===== src/rtl/simple_bus_rr_mux.sv =====
// simple_bus_rr_mux
//   N-channel merge stage. Every input channel writes into its own FIFO
//   (DEPTH entries). An arbiter drains the FIFOs into a single registered
//   output. PRIO_MODE=0 selects round-robin and PRIO_MODE=1 selects fixed
//   priority, where the lowest index wins. Each output beat carries
//   out_id = ID_BASE + source channel index.
//
// Handshake: a beat moves across an interface on a rising clk edge where
//   valid && ready. Inputs use in_valid[i]/in_ready[i]. The output uses
//   out_valid/out_ready. in_ready[i] depends only on FIFO i state. Once the
//   output holds a beat that is not accepted, out_valid/out_data/out_id stay
//   stable until out_ready is seen.
//
// Ports:
//   clk, rst        clock; asynchronous active-high reset
//   in_valid/ready  per-channel handshake; bit i belongs to channel i
//   in_data         channel i occupies [i*DATA_W +: DATA_W]
//   out_valid/ready output handshake (registered output)
//   out_data/out_id payload and source tag of the held beat
//   fifo_level      per-channel occupancy 0..DEPTH, ($clog2(DEPTH)+1) bits each
module simple_bus_rr_mux #(
  parameter int NUM_CH    = 10,
  parameter int DATA_W    = 8,
  parameter int DEPTH     = 4,
  parameter int ID_BASE   = 100,
  parameter int ID_W      = 8,
  parameter int PRIO_MODE = 0
) (
  input  logic                                  clk,
  input  logic                                  rst,
  input  logic [NUM_CH-1:0]                     in_valid,
  output logic [NUM_CH-1:0]                     in_ready,
  input  logic [NUM_CH*DATA_W-1:0]              in_data,
  output logic                                  out_valid,
  input  logic                                  out_ready,
  output logic [DATA_W-1:0]                     out_data,
  output logic [ID_W-1:0]                       out_id,
  output logic [NUM_CH*($clog2(DEPTH)+1)-1:0]   fifo_level
);

  localparam int PTR_W = $clog2(DEPTH);
  localparam int LVL_W = PTR_W + 1;
  localparam int IDX_W = (NUM_CH > 1) ? $clog2(NUM_CH) : 1;

  logic [NUM_CH-1:0] nonempty;
  logic [NUM_CH-1:0] pop;
  logic [DATA_W-1:0] head_data [NUM_CH];

  logic              load;
  logic              grant_found;
  logic [IDX_W-1:0]  grant_idx;

  logic [IDX_W-1:0]  rr_ptr_q,    rr_ptr_d;
  logic              out_valid_q, out_valid_d;
  logic [DATA_W-1:0] out_data_q,  out_data_d;
  logic [ID_W-1:0]   out_id_q,    out_id_d;

  // The output register may take a new beat when it is empty or being drained.
  assign load = !out_valid_q || out_ready;

  // ---------------------------------------------------------------------------
  // Per-channel FIFOs
  // ---------------------------------------------------------------------------
  for (genvar i = 0; i < NUM_CH; i++) begin : g_ch
    logic [DATA_W-1:0] mem_q [DEPTH];
    logic [PTR_W-1:0]  wr_ptr_q, wr_ptr_d;
    logic [PTR_W-1:0]  rd_ptr_q, rd_ptr_d;
    logic [LVL_W-1:0]  level_q,  level_d;
    logic              full;
    logic              push;

    // Ready depends only on occupancy. A full FIFO refuses a write even when
    // it is being popped in the same cycle.
    assign full                        = (level_q == LVL_W'(DEPTH));
    assign in_ready[i]                 = !full;
    assign push                        = in_valid[i] && !full;
    assign nonempty[i]                 = (level_q != '0);
    assign pop[i]                      = load && grant_found && (grant_idx == IDX_W'(i));
    assign head_data[i]                = mem_q[rd_ptr_q];
    assign fifo_level[i*LVL_W +: LVL_W] = level_q;

    always_comb begin
      wr_ptr_d = wr_ptr_q;
      rd_ptr_d = rd_ptr_q;
      level_d  = level_q;
      // DEPTH is a power of two, so the pointers wrap naturally.
      if (push)   wr_ptr_d = wr_ptr_q + PTR_W'(1);
      if (pop[i]) rd_ptr_d = rd_ptr_q + PTR_W'(1);
      case ({push, pop[i]})
        2'b10:   level_d = level_q + LVL_W'(1);
        2'b01:   level_d = level_q - LVL_W'(1);
        default: level_d = level_q;
      endcase
    end

    always_ff @(posedge clk or posedge rst) begin
      if (rst) begin
        wr_ptr_q <= '0;
        rd_ptr_q <= '0;
        level_q  <= '0;
      end else begin
        wr_ptr_q <= wr_ptr_d;
        rd_ptr_q <= rd_ptr_d;
        level_q  <= level_d;
      end
    end

    // Storage is not reset. The pointers and level define what is valid.
    always_ff @(posedge clk) begin
      if (push) mem_q[wr_ptr_q] <= in_data[i*DATA_W +: DATA_W];
    end
  end

  // ---------------------------------------------------------------------------
  // Arbiter
  // ---------------------------------------------------------------------------
  // Round-robin scan: first search the channels above the pointer, then wrap
  // to the channels at or below it. This is the same order as pointer+1 upward
  // modulo NUM_CH.
  always_comb begin
    grant_found = 1'b0;
    grant_idx   = '0;
    if (PRIO_MODE == 0) begin
      for (int c = 0; c < NUM_CH; c++) begin
        if (!grant_found && nonempty[c] && (IDX_W'(c) > rr_ptr_q)) begin
          grant_found = 1'b1;
          grant_idx   = IDX_W'(c);
        end
      end
      for (int c = 0; c < NUM_CH; c++) begin
        if (!grant_found && nonempty[c] && (IDX_W'(c) <= rr_ptr_q)) begin
          grant_found = 1'b1;
          grant_idx   = IDX_W'(c);
        end
      end
    end else begin
      for (int c = 0; c < NUM_CH; c++) begin
        if (!grant_found && nonempty[c]) begin
          grant_found = 1'b1;
          grant_idx   = IDX_W'(c);
        end
      end
    end
  end

  // ---------------------------------------------------------------------------
  // Output register and round-robin pointer
  // ---------------------------------------------------------------------------
  always_comb begin
    out_valid_d = out_valid_q;
    out_data_d  = out_data_q;
    out_id_d    = out_id_q;
    rr_ptr_d    = rr_ptr_q;
    if (load) begin
      if (grant_found) begin
        out_valid_d = 1'b1;
        out_data_d  = head_data[grant_idx];
        out_id_d    = ID_W'(ID_BASE + int'(grant_idx));
        rr_ptr_d    = grant_idx;
      end else begin
        // Nothing to send. Payload and tag keep their last values.
        out_valid_d = 1'b0;
      end
    end
  end

  always_ff @(posedge clk or posedge rst) begin
    if (rst) begin
      out_valid_q <= 1'b0;
      out_data_q  <= '0;
      out_id_q    <= '0;
      rr_ptr_q    <= IDX_W'(NUM_CH - 1);
    end else begin
      out_valid_q <= out_valid_d;
      out_data_q  <= out_data_d;
      out_id_q    <= out_id_d;
      rr_ptr_q    <= rr_ptr_d;
    end
  end

  assign out_valid = out_valid_q;
  assign out_data  = out_data_q;
  assign out_id    = out_id_q;

endmodule


===== config.mk =====
export PLATFORM = sky130hd
export DESIGN_NAME = simple_bus_rr_mux
export DESIGN_NICKNAME = d
export VERILOG_FILES = /design/src/rtl/simple_bus_rr_mux.sv
export SDC_FILE = /design/constraint.sdc
export NUM_CORES = 1
export LEC_CHECK = 0
export BUFFER_PORTS_ARGS = -buffer_cell sky130_fd_sc_hd__buf_2
export CORE_UTILIZATION = 55
export DETAILED_ROUTE_END_ITERATION = 8
export GPL_TIMING_DRIVEN = 0
export PLACE_DENSITY = 0.74
export REMOVE_ABC_BUFFERS = 1
export SLEW_MARGIN = 10
export SYNTH_ARGS = -nofsm -noshare
export SYNTH_HDL_FRONTEND = slang
export SYNTH_SLANG_ARGS = --single-unit

===== constraint.sdc =====
create_clock -name clk -period 4.6 [get_ports clk]
set_input_delay 0.23 -clock clk [delete_from_list [all_inputs] [get_ports clk]]
set_output_delay 0.23 -clock clk [all_outputs]
set_load 0.01 [all_outputs]

======== Word level (Yosys, flattened, before mapping) ========
Memories as Yosys holds them, arrays and structs flattened.
Cells that the tools add are included.
storage, ports and cells
  bits in writable memories ............... 320
  bits in registers ....................... 91
  memories kept ........................... 10
  logic and storage cells ................. 332
operators by class
  eq/ne operators ......................... 39
  bitwise gates (word level) .............. 1
  reduce and logical (&&, ||, !) cells .... 113
  $add $sub $neg .......................... 41
  magnitude comparators ................... 21
  multiplexer cells ....................... 73
memories
  memory         words  width  rd ports  clocked after Yosys merged registers in  wr ports  line  RTL
  g_ch[0].mem_q  4      8      1         0                                        1         65    logic [DATA_W-1:0] mem_q [DEPTH];
  g_ch[1].mem_q  4      8      1         0                                        1         65
  g_ch[2].mem_q  4      8      1         0                                        1         65
  g_ch[3].mem_q  4      8      1         0                                        1         65
  g_ch[4].mem_q  4      8      1         0                                        1         65
  g_ch[5].mem_q  4      8      1         0                                        1         65
  +4 memories    --     --     --        --                                       --        --
operators with widths
  kind                                                 count
  2-to-1 mux 4 bit                                     18
  logical AND 1 bit                                    60
  one-hot mux 3 bit (2 select lines)                   10
  2-to-1 mux 1 bit                                     42
  adder 2 x 1 -> 2 bit, second input constant          20
  binary-select mux 8 bit (select 4 bit)               1
  adder 3 x 1 -> 3 bit, second input constant          10
  equality test 3 bit, second input constant           10
  logical NOT 1 bit                                    30
  nonzero test 3 bit                                   10
  subtractor 3 x 1 -> 3 bit, second input constant     10
  equality test 2 x 1 -> 1 bit, second input constant  10
  equality test 2 bit, second input constant           10
  nonzero test 2 bit                                   10
  equality test 4 x 3 -> 1 bit, second input constant  4
  > comparator 3 x 4 -> 1 bit, first input constant    4
  <= comparator 3 x 4 -> 1 bit, first input constant   4
  2-to-1 mux 8 bit                                     2
  adder 7 x 4 -> 8 bit, first input constant           1
  equality test 4 x 2 -> 1 bit, second input constant  2
  equality test 4 bit, second input constant           2
  > comparator 1 x 4 -> 1 bit, first input constant    2
  > comparator 2 x 4 -> 1 bit, first input constant    2
  > comparator 4 bit, first input constant             2
  9 further kinds                                      12

======== Depth between registers and ports, before layout ========
Gate-level depths: netlist (run 1).
  depth in word-level cells ............... 83
  mapped depth ............................ 17

======== Least setup slack after synthesis (run 1) ========
Ideal clock, no wire load.
  path type ............................... register to register
  start point ............................. register rr_ptr_q[3]
  end point ............................... register g_ch[3].level_q[2]
  library setup time ...................... 79 ps
  arrival time ............................ 3565 ps
  period minus slack after synthesis ...... 3645 ps
  data required time ...................... 4521 ps
  stages on the path, launching flop included .. 18
  path slack .............................. 955 ps
  cells stage by stage .................... dfstp_2 -> buf_6 -> or4_4 -> o32ai_4 -> nor3_1 -> nand3_2 -> o21ai_4 -> inv_2 -> clkbuf_1 -> ha_1 -> inv_1 -> nor3_1 -> ha_1 -> inv_1 -> fa_1 -> xor2_1 -> nor2_1 -> xor2_1
between the ends
  word-level cells in the longest chain between the ends .. 83
  elaborated cells between the ends (all ways) .. 124
  those cells by class .................... order compare (20); eq/ne (3); mux (40); reduce/logical (61)
ends and longest elaborated chain
  item                                                                             line  RTL
  start: declaration                                                               53    logic [IDX_W-1:0] rr_ptr_q, rr_ptr_d;
  start signal: assignment                                                         172   rr_ptr_q <= IDX_W'(NUM_CH - 1);
  start signal: assignment                                                         177   rr_ptr_q <= rr_ptr_d;
  > comparator 1 x 4 -> 1 bit                                                      125   if (!grant_found && nonempty[c] && (IDX_W'(c) > rr_ptr_q)) begin
  logical AND 1 bit                                                                125
  2-to-1 mux 1 bit                                                                 125
  logical NOT 1 bit                                                                125
  logical AND 1 bit (2 in series)                                                  125
  2-to-1 mux 1 bit                                                                 125
  logical NOT 1 bit                                                                125
  logical AND 1 bit (2 in series)                                                  125
  (+66 left out)                                                                   --
  logical AND 1 bit (2 in series)                                                  131   if (!grant_found && nonempty[c] && (IDX_W'(c) <= rr_ptr_q)) begin
  2-to-1 mux 4 bit (*)                                                             131
  net grant_idx[2]                                                                 51    logic [IDX_W-1:0] grant_idx;
  equality test 4 x 2 -> 1 bit (*)                                                 78    assign pop[i] = load && grant_found && (grant_idx == IDX_W'(i));
  logical AND 1 bit (*)                                                            78
  net pop[3]                                                                       46    logic [NUM_CH-1:0] pop;
  equality test 2 x 1 -> 1 bit / equality test 2 bit (equally long branches)       89    case ({push, pop[i]})
  one-hot mux 3 bit (2 select lines) / nonzero test 2 bit (equally long branches)  --
  end signal: assignment                                                           104   level_q <= level_d;
  end: declaration                                                                 68    logic [LVL_W-1:0] level_q, level_d;
Mark *: on every way through the listed nets, which the timed path passes. The rest lies on a longest branch.
A chain may end at the register's enable or synchronous reset.

======== Worst setup path after layout (run 1) ========
  start point ............................. register rr_ptr_q[2]
  end point ............................... register g_ch[7].level_q[2]
between the ends
  word-level cells in the longest chain between the ends .. 83
  elaborated cells between the ends (all ways) .. 124
  those cells by class .................... order compare (20); eq/ne (3); mux (40); reduce/logical (61)
ends and longest elaborated chain
  item                                                                             line
  > comparator 1 x 4 -> 1 bit                                                      125
  logical AND 1 bit                                                                125
  2-to-1 mux 1 bit                                                                 125
  logical NOT 1 bit                                                                125
  logical AND 1 bit (2 in series)                                                  125
  2-to-1 mux 1 bit                                                                 125
  logical NOT 1 bit                                                                125
  logical AND 1 bit (2 in series)                                                  125
  (+66 left out)                                                                   --
  logical AND 1 bit (2 in series)                                                  131
  2-to-1 mux 4 bit (*)                                                             131
  net grant_idx[2]                                                                 51
  equality test 4 x 3 -> 1 bit (*)                                                 78
  logical AND 1 bit (*)                                                            78
  net pop[7]                                                                       46
  equality test 2 x 1 -> 1 bit / equality test 2 bit (equally long branches)       89
  one-hot mux 3 bit (2 select lines) / nonzero test 2 bit (equally long branches)  --
  end signal: assignment                                                           104
  end: declaration                                                                 68
Marked as above.

==> summary.md, run 1 <==
| Metric | Value |
|---|---|
| Outcome | `completed` |
| Initial Util | `55.8%` |
| Clk root buf | `clkbuf_16` |
| EDFF count, synth | `320` |
| Clock transition at path regs | `0.06 ns` |
| Post-placement cell area | `18700 um^2` |
| Max Fanout on Critical Path | `15` |
| GRT overflow | `0` |
| Slowest stage cell, crit path | `dfrtp_1` |
| RSZ-0062 raised after global routing | `false` |
| Critical path type | `reg2reg` |
| CTS buffer count | `43` |
| Clock skew | `0.0158 ns` |
| 1st-iter DRT viols | `761` |
| Post-synthesis xor/xnor area fraction | `2.98%` |
| Final antenna-violating net count | `0` |
| CP bufs+invs | `2` |
| Min-Delay Startpoint | `in_valid[6]` |
| Avg Vias per Cell | `5.75` |
| Hold WC Path Type | `in2reg` |
| Area of the core | `31600 um^2` |
| Critical Path Sink Type | `flop` |
| Final net count | `1422` |
| Slew HR | `37.3%` |
| CP max stage delay | `0.75 ns` |
| Final Hold Fails | `0` |
| Worst Hold Endpoint | `g_ch[6].wr_ptr_q[0]` |
| IO Pins | `150` |
| Htree depth | `2` |
| Layout cells sized above 1 | `26.2%` |
| Vias in the first global route | `9993` |
| Top post-synthesis cells by area | `edfxtp_1 (55%), dfrtp_1 (12%), mux4_2 (10%)` |
| Count of cell types in the netlist | `74` |
| Synth Area in Adders | `4.97%` |
| Max Fclk | `228 MHz` |
| Top-area cell type share of the netlist area | `54.5%` |
| GRT Overall Usage | `23.5%` |
| Rows | `65` |
| Flops & latches, synth | `408` |
| Worst path cell trace | `nor3_1 > nor2b_1 > nor4_4 > nand3_2 > o21ai_4 > ha_1 > inv_1 > nor3_2 > ha_1 > inv_1 > fa_1 > xor2_1 > nor2_1 > xor2_1` |
| Max-slew violation count | `0` |
| DR WL/cell | `22.0 um` |
| Final core occ | `66.4%` |
| Number of port buffers | `148` |
| Area Growth Syn to Fin | `19.0%` |
| Via count | `9779` |
| Clock buffer depth | `3` |
| Die area | `32800 um^2` |
| Number of remaining DRC errors | `0` |
| Final worst slack | `0.220 ns` |
| Req. time, crit path | `5.01 ns` |
| Synthesized instance count | `1025` |
| Actual slew at the worst max-slew pin | `0.940 ns` |
| Fraction of registers with async set/reset | `21.6%` |
| Die W | `181 um` |
| R2R Path Start | `rr_ptr_q[2]` |
| Synth Flop Type | `edfxtp_1` |
| Worst R2R Path Depth | `14` |
| Tmin final | `4.38 ns` |
| Pre-antenna DRT Iters | `5` |
| CP top delay family | `simple AND/OR/NAND/NOR gates` |
| Max capacitance violation total | `0` |
| Final wirelength | `37400 um` |
| Main combinational cell family by area after synthesis | `multiplexers` |
| Simple-gate share of the synthesized area | `6.09%` |
| Largest net degree at the start of global routing | `60` |
| Final setup viols | `0` |
| Register area share after synthesis | `67.0%` |
| Mux cell area share after synthesis | `11.9%` |
| Worst reg2reg path endpoint | `g_ch[7].level_q[2]` |
| Diode count | `0` |
| Fin area | `21000 um^2` |
| Hold Crit Depth | `3` |
| R2R setup slack | `0.22 ns` |
| Pwr Density | `711 nW/um^2` |
| Yosys warns | `0` |
| Ratio of final minimum period to clock period | `95.2%` |
| First-pass GRT wire length | `57500 um` |
| Post-synthesis compound-gate area fraction | `4.47%` |
| Die Y | `181 um` |
| Crit path launch type | `flop` |
| Final TNS setup | `0 ns` |
| Crit path DAT | `4.79 ns` |
| Static Leak | `0.00799 uW` |
| Cell taking the most area after synthesis | `edfxtp_1` |
| Placer Congestion | `0.874` |
| CTS tree | `built` |
| CTS sink count | `408` |
| Pre-CTS setup slack | `-0.294 ns` |
| Hpwl dp | `25900 um` |
| Latest clock arrival within the worst-skew pair | `0.53 ns` |
| Initial antenna violation count | `0` |
| Mapped cell area | `17600 um^2` |
| Peak supply drop | `0.443 mV` |
| Synthesized area per cell | `17.2 um^2` |
==> kinds of logic after synthesis <==
| kind of cell | after synthesis |
|---|---|
| AOI/OAI and AO/OA | 96 |
| buffers and inverters | 103 |
| adders and majority gates | 64 |
| other | 1 |
| muxes | 105 |
| xor gates and xnor gates | 60 |
| DFF | 408 |
| and+or+nand+nor | 188 |
==> routing by layer <==
metal | vias to the layer above | GRT usage, % | wire (um) | part of all wire (%)
li1 | 4425 | - | - | -
met1 | 4986 | 31.3 | 15300 | 41
met2 | 313 | 39.6 | 18800 | 50
met3 | 55 | 4.52 | 2390 | 6.4
met4 | 0 | 7.02 | 867 | 2.3
met5 | - | 0 | 0 | 0
==> how the worst max path moves through the flow <==
stage / startpoint / endpoint / slack (ns) / cells after the start
finish: rr_ptr_q[2] / g_ch[7].level_q[2] / 0.22 / 14
global route: rr_ptr_q[2] / g_ch[7].level_q[2] / 0.0008 / 14
CTS: g_ch[7].level_q[0] / g_ch[0].level_q[2] / 0.003 / 15
detailed placement: g_ch[6].level_q[0] / g_ch[5].level_q[2] / -0.29 / 13
global placement: g_ch[6].level_q[0] / g_ch[7].level_q[2] / -0.70 / 12
floorplan: rr_ptr_q[3] / g_ch[5].level_q[2] / 0.70 / 13
==> sequential cells by signal, indices dropped and copies added (netlist names) <==
| name | flops |
|---|---|
| g_ch.wr_ptr_q | 20 |
| g_ch.mem_q | 320 |
| out_valid | 1 |
| g_ch.level_q | 30 |
| out_id | 5 |
| out_data | 8 |
| rr_ptr_q | 4 |
| g_ch.rd_ptr_q | 20 |
==> report_power, final <==
| group | leakage (uW) | internal, uW | switching, uW |
|---|---|---|---|
| Sequential | 0.00397 | 5020 | 877 |
| Combinational | 0.00334 | 2490 | 3180 |
| Clock | 0.000677 | 1980 | 1360 |
==> cell usage in the layout (no fill, tap or decap), types with 7 or more instances in the layout <==
master	n
xnor2_1	28
o21a_1	7
inv_1	63
a221oi_1	7
and2_1	13
a221o_1	7
buf_2	148
nor3_2	8
mux2i_1	14
clkbuf_16	46
dlygate4sd3_1	81
a22oi_1	9
ha_1	54
or3_1	7
nand4_1	7
fa_1	10
o21ai_0	13
edfxtp_1	320
dfrtp_1	86
nand2_1	44
mux4_2	80
and3_1	47
xor2_1	32
nand3_1	13
nor3_1	8
mux2_4	8
clkbuf_1	11
a21oi_1	8
o31ai_1	10
nor2_1	19
==> Yosys cell counts (all sizes together), types with 3 or more instances <==
| cell type | n |
|---|---|
| nand4 | 7 |
| edfxtp | 320 |
| buf | 35 |
| mux2i | 14 |
| xnor2 | 28 |
| nand3 | 14 |
| dfrtp | 86 |
| mux2 | 11 |
| clkbuf | 3 |
| a221o | 7 |
| nand2 | 44 |
| o22ai | 4 |
| inv | 65 |
| a22oi | 9 |
| nor2 | 20 |
| fa | 10 |
| o31ai | 10 |
| a21oi | 9 |
| or3 | 7 |
| and4 | 5 |
| xor2 | 32 |
| mux4 | 80 |
| a221oi | 8 |
| ha | 54 |
| and2 | 13 |
| a21boi | 4 |
| o21ai | 19 |
| nor4 | 3 |
| a211oi | 5 |
| o21a | 7 |
| nor3 | 17 |
| and3 | 47 |
==> area by class of cell <==
class                           count  area [um^2]
Clock buffer                       63         1270
Clock inverter                     16          111
Fill cell                        2134        10600
Inverter                           65          246
Multi-Input combinational cell    515         5420
Sequential cell                   408        11800
Tap cell                          402          503
Timing Repair Buffer              232         1590
==> what timing repair did <==
action | in CTS | in global routing
setup endpoints to repair | 9 | 7
resized for setup | 2 | 6
gates cloned | 1 | 0
hold buffers | 81 | 0
pin swaps | 1 | 1
endpoints found under the hold margin | 349 | 0
setup buffers | 0 | 2
==> tightest hold or removal path, stage by stage <==
cell and delay, ns:
buf_2 0.12, nand2_1 0.11, xnor2_1 0.07
==> stage by stage <==
step / total power [uW] / cells / hold WS (ns)
3_3_place_gp: 11200 / 1537 / 0.442
3_5_place_dp: 11400 / 1538 / 0.287
5_1_grt: 15700 / 1701 / 0.0588
2_1_floorplan: 9520 / 987 / 0.329
6_report: 14900 / 1701 / 0.0520
4_1_cts: 14900 / 1699 / 0.0356
Power figures use the tool's default switching activity.
==> run 2: changes to the inputs <==
BUFFER_PORTS_ARGS = unset   (was -buffer_cell sky130_fd_sc_hd__buf_2)
DONT_BUFFER_PORTS = 1   (was unset)
PLACE_DENSITY = 0.7   (was 0.74)
==> run 2 against run 1 <==
Effect of this change: non-clock buffer count shrank 140; utilization is 2.3 points lower; die area stayed put; sequential share of layout area is 2.0 points higher; via count fell by 6.3%; clock power fell by 3%; combinational power fell by 7.9%; worst setup slack lost 0.11 ns; maximum frequency decreased by 2.4%; critical path type unchanged; critical endpoint is now g_ch[0].level_q[2]; largest power group unchanged.
==> summary.md, run 2 (synthesis results as in run 1) <==
| Metric | Value |
|---|---|
| GR Util met1 | `29.9%` |
| R2R Path Start | `g_ch[6].level_q[0]` |
| Fill count | `2257` |
| Largest net degree at the start of global routing | `56` |
| Max Fclk | `223 MHz` |
| Number of remaining DRC errors | `0` |
| Actual slew at the worst max-slew pin | `0.967 ns` |
| Initial antenna violation count | `0` |
| CTS tree | `built` |
| Placer Congestion | `0.904` |
| Outcome | `completed` |
| Final Hold Fails | `0` |
| Initial Util | `55.8%` |
| Req. time, crit path | `5.05 ns` |
| Crit path from | `g_ch[6].level_q[0]` |
| Area Growth Syn to Fin | `14.8%` |
| Final antenna-violating net count | `0` |
| CTS buffer count | `43` |
| Clock transition at path regs | `0.06 ns` |
| Met3 usage | `6.07%` |
| Avg Vias per Cell | `5.87` |
| Peak supply drop | `0.440 mV` |
| RSZ-0062 raised after global routing | `true` |
| Min-Delay Startpoint | `out_ready` |
| Pre-antenna DRT Iters | `5` |
| GR peak layer | `met2` |
| Die area | `32800 um^2` |
| Largest register by flop count | `g_ch.mem_q` |
| Hold WC Path Type | `in2reg` |
| Die W | `181 um` |
| Final setup viols | `0` |
| Final net count | `1282` |
| Max Fanout on Critical Path | `12` |
| Fin area | `20200 um^2` |
| Grt met2 use | `38.6%` |
| Static Leak | `0.00742 uW` |
| Hold Slack | `0.0291 ns` |
| Most common cell after layout, fill and taps aside | `edfxtp_1` |
| DR WL/cell | `23.2 um` |
| Max-slew violation count | `0` |
| Layout cells sized above 1 | `16.1%` |
| Crit path DAT | `4.94 ns` |
| IO Pins | `150` |
| Vias in the first global route | `9571` |
| Die Y | `181 um` |
| Clk root buf | `clkbuf_16` |
| Clock buffer depth | `3` |
| Latest clock arrival within the worst-skew pair | `0.54 ns` |
| Post-placement cell area | `17900 um^2` |
| Max capacitance violation total | `0` |
| Number of port buffers | `0` |
| Critical path type | `reg2reg` |
| 1st-iter DRT viols | `698` |
| Hpwl dp | `25200 um` |
| Most frequent cells in the layout | `edfxtp_1 (320), dlygate4sd3_1 (91), dfrtp_1 (86)` |
| Area of the core | `31600 um^2` |
| Largest register FFs | `320` |
| Final wirelength | `36300 um` |
| Diode count | `0` |
| Rows | `65` |
| Pwr Density | `717 nW/um^2` |
| First-pass GRT wire length | `56300 um` |
| Htree depth | `2` |
| Tmin final | `4.49 ns` |
| Crit path launch type | `flop` |
| Largest registers | `g_ch.mem_q x320, g_ch.level_q x30` |
| Ratio of final minimum period to clock period | `97.5%` |
| Final TNS setup | `0 ns` |
| Clock skew | `0.0209 ns` |
| GRT Overall Usage | `23.0%` |
| Via count | `9162` |
| Power Total | `14500 uW` |
| GRT overflow | `0` |
| Slew HR | `35.5%` |
| CTS sink count | `408` |
| Critical Path Sink Type | `flop` |
-- run 2: critical path, cell delays in order, from the launching register on --
cell and delay, ns:
dfrtp_1 0.46, nor3_2 0.57, o21ai_1 0.24, a21oi_2 0.35, a221o_1 0.27, o21ai_4 0.15
inv_2 0.28, ha_1 0.27, inv_1 0.07, nor3_1 0.59, ha_1 0.30, inv_1 0.06
fa_1 0.37, xor2_1 0.15, nor2_1 0.11, xor2_1 0.15
-- run 2: report_power, final --
group	total [uW]	switching (uW)	internal, uW
combinational	5220	2920	2290
sequential	6050	1030	5020
clock	3240	1360	1890
total	14500	5310	9200
-- run 2: final timing paths --
kind	to	slack, ns	cells after the start
worst max-delay path	g_ch[0].level_q[2]	0.11	15
worst min-delay path	out_valid	0.03	2
worst max register to register	g_ch[0].level_q[2]	0.11	15
worst min register to register	g_ch[5].wr_ptr_q[0]	0.54	1
max in group asynchronous	rr_ptr_q[0]	3.54	3
min in group asynchronous	g_ch[0].level_q[2]	0.32	2
-- run 2: through the flow --
step / utilization (%) / worst slack, ns / std cells
3_5_place_dp: 56.9 / -0.771 / 1390
3_3_place_gp: 56.8 / -1.04 / 1389
5_1_grt: 64.1 / -0.0638 / 1562
4_1_cts: 64.1 / 0.0765 / 1562
6_report: 64.1 / 0.114 / 1562
2_1_floorplan: - / 0.698 / 987
-- run 2: layer usage --
layer	up-vias	part of all wire (%)
li1	4151	-
met1	4689	40
met2	269	50
met3	53	7.4
met4	0	2.1
met5	-	0
-- run 2: repair_timing --
action	CTS	global route
hold endpoints to repair	384	0
buffers inserted	0	0
gates resized for setup	5	2
cloned	1	0
pin swaps	1	0
setup endpoints to repair	15	4
hold buffers	91	0
-- run 2: layout make-up --
class,count,area (um^2),area share [%]
well taps,402,503,2.49
clock buffers,62,1210,5.97
repair buffers,92,931,4.60
multi-input cells,515,5410,26.7
inverters,65,246,1.22
flip-flops and latches,408,11800,58.4
clock inverters,18,123,0.606
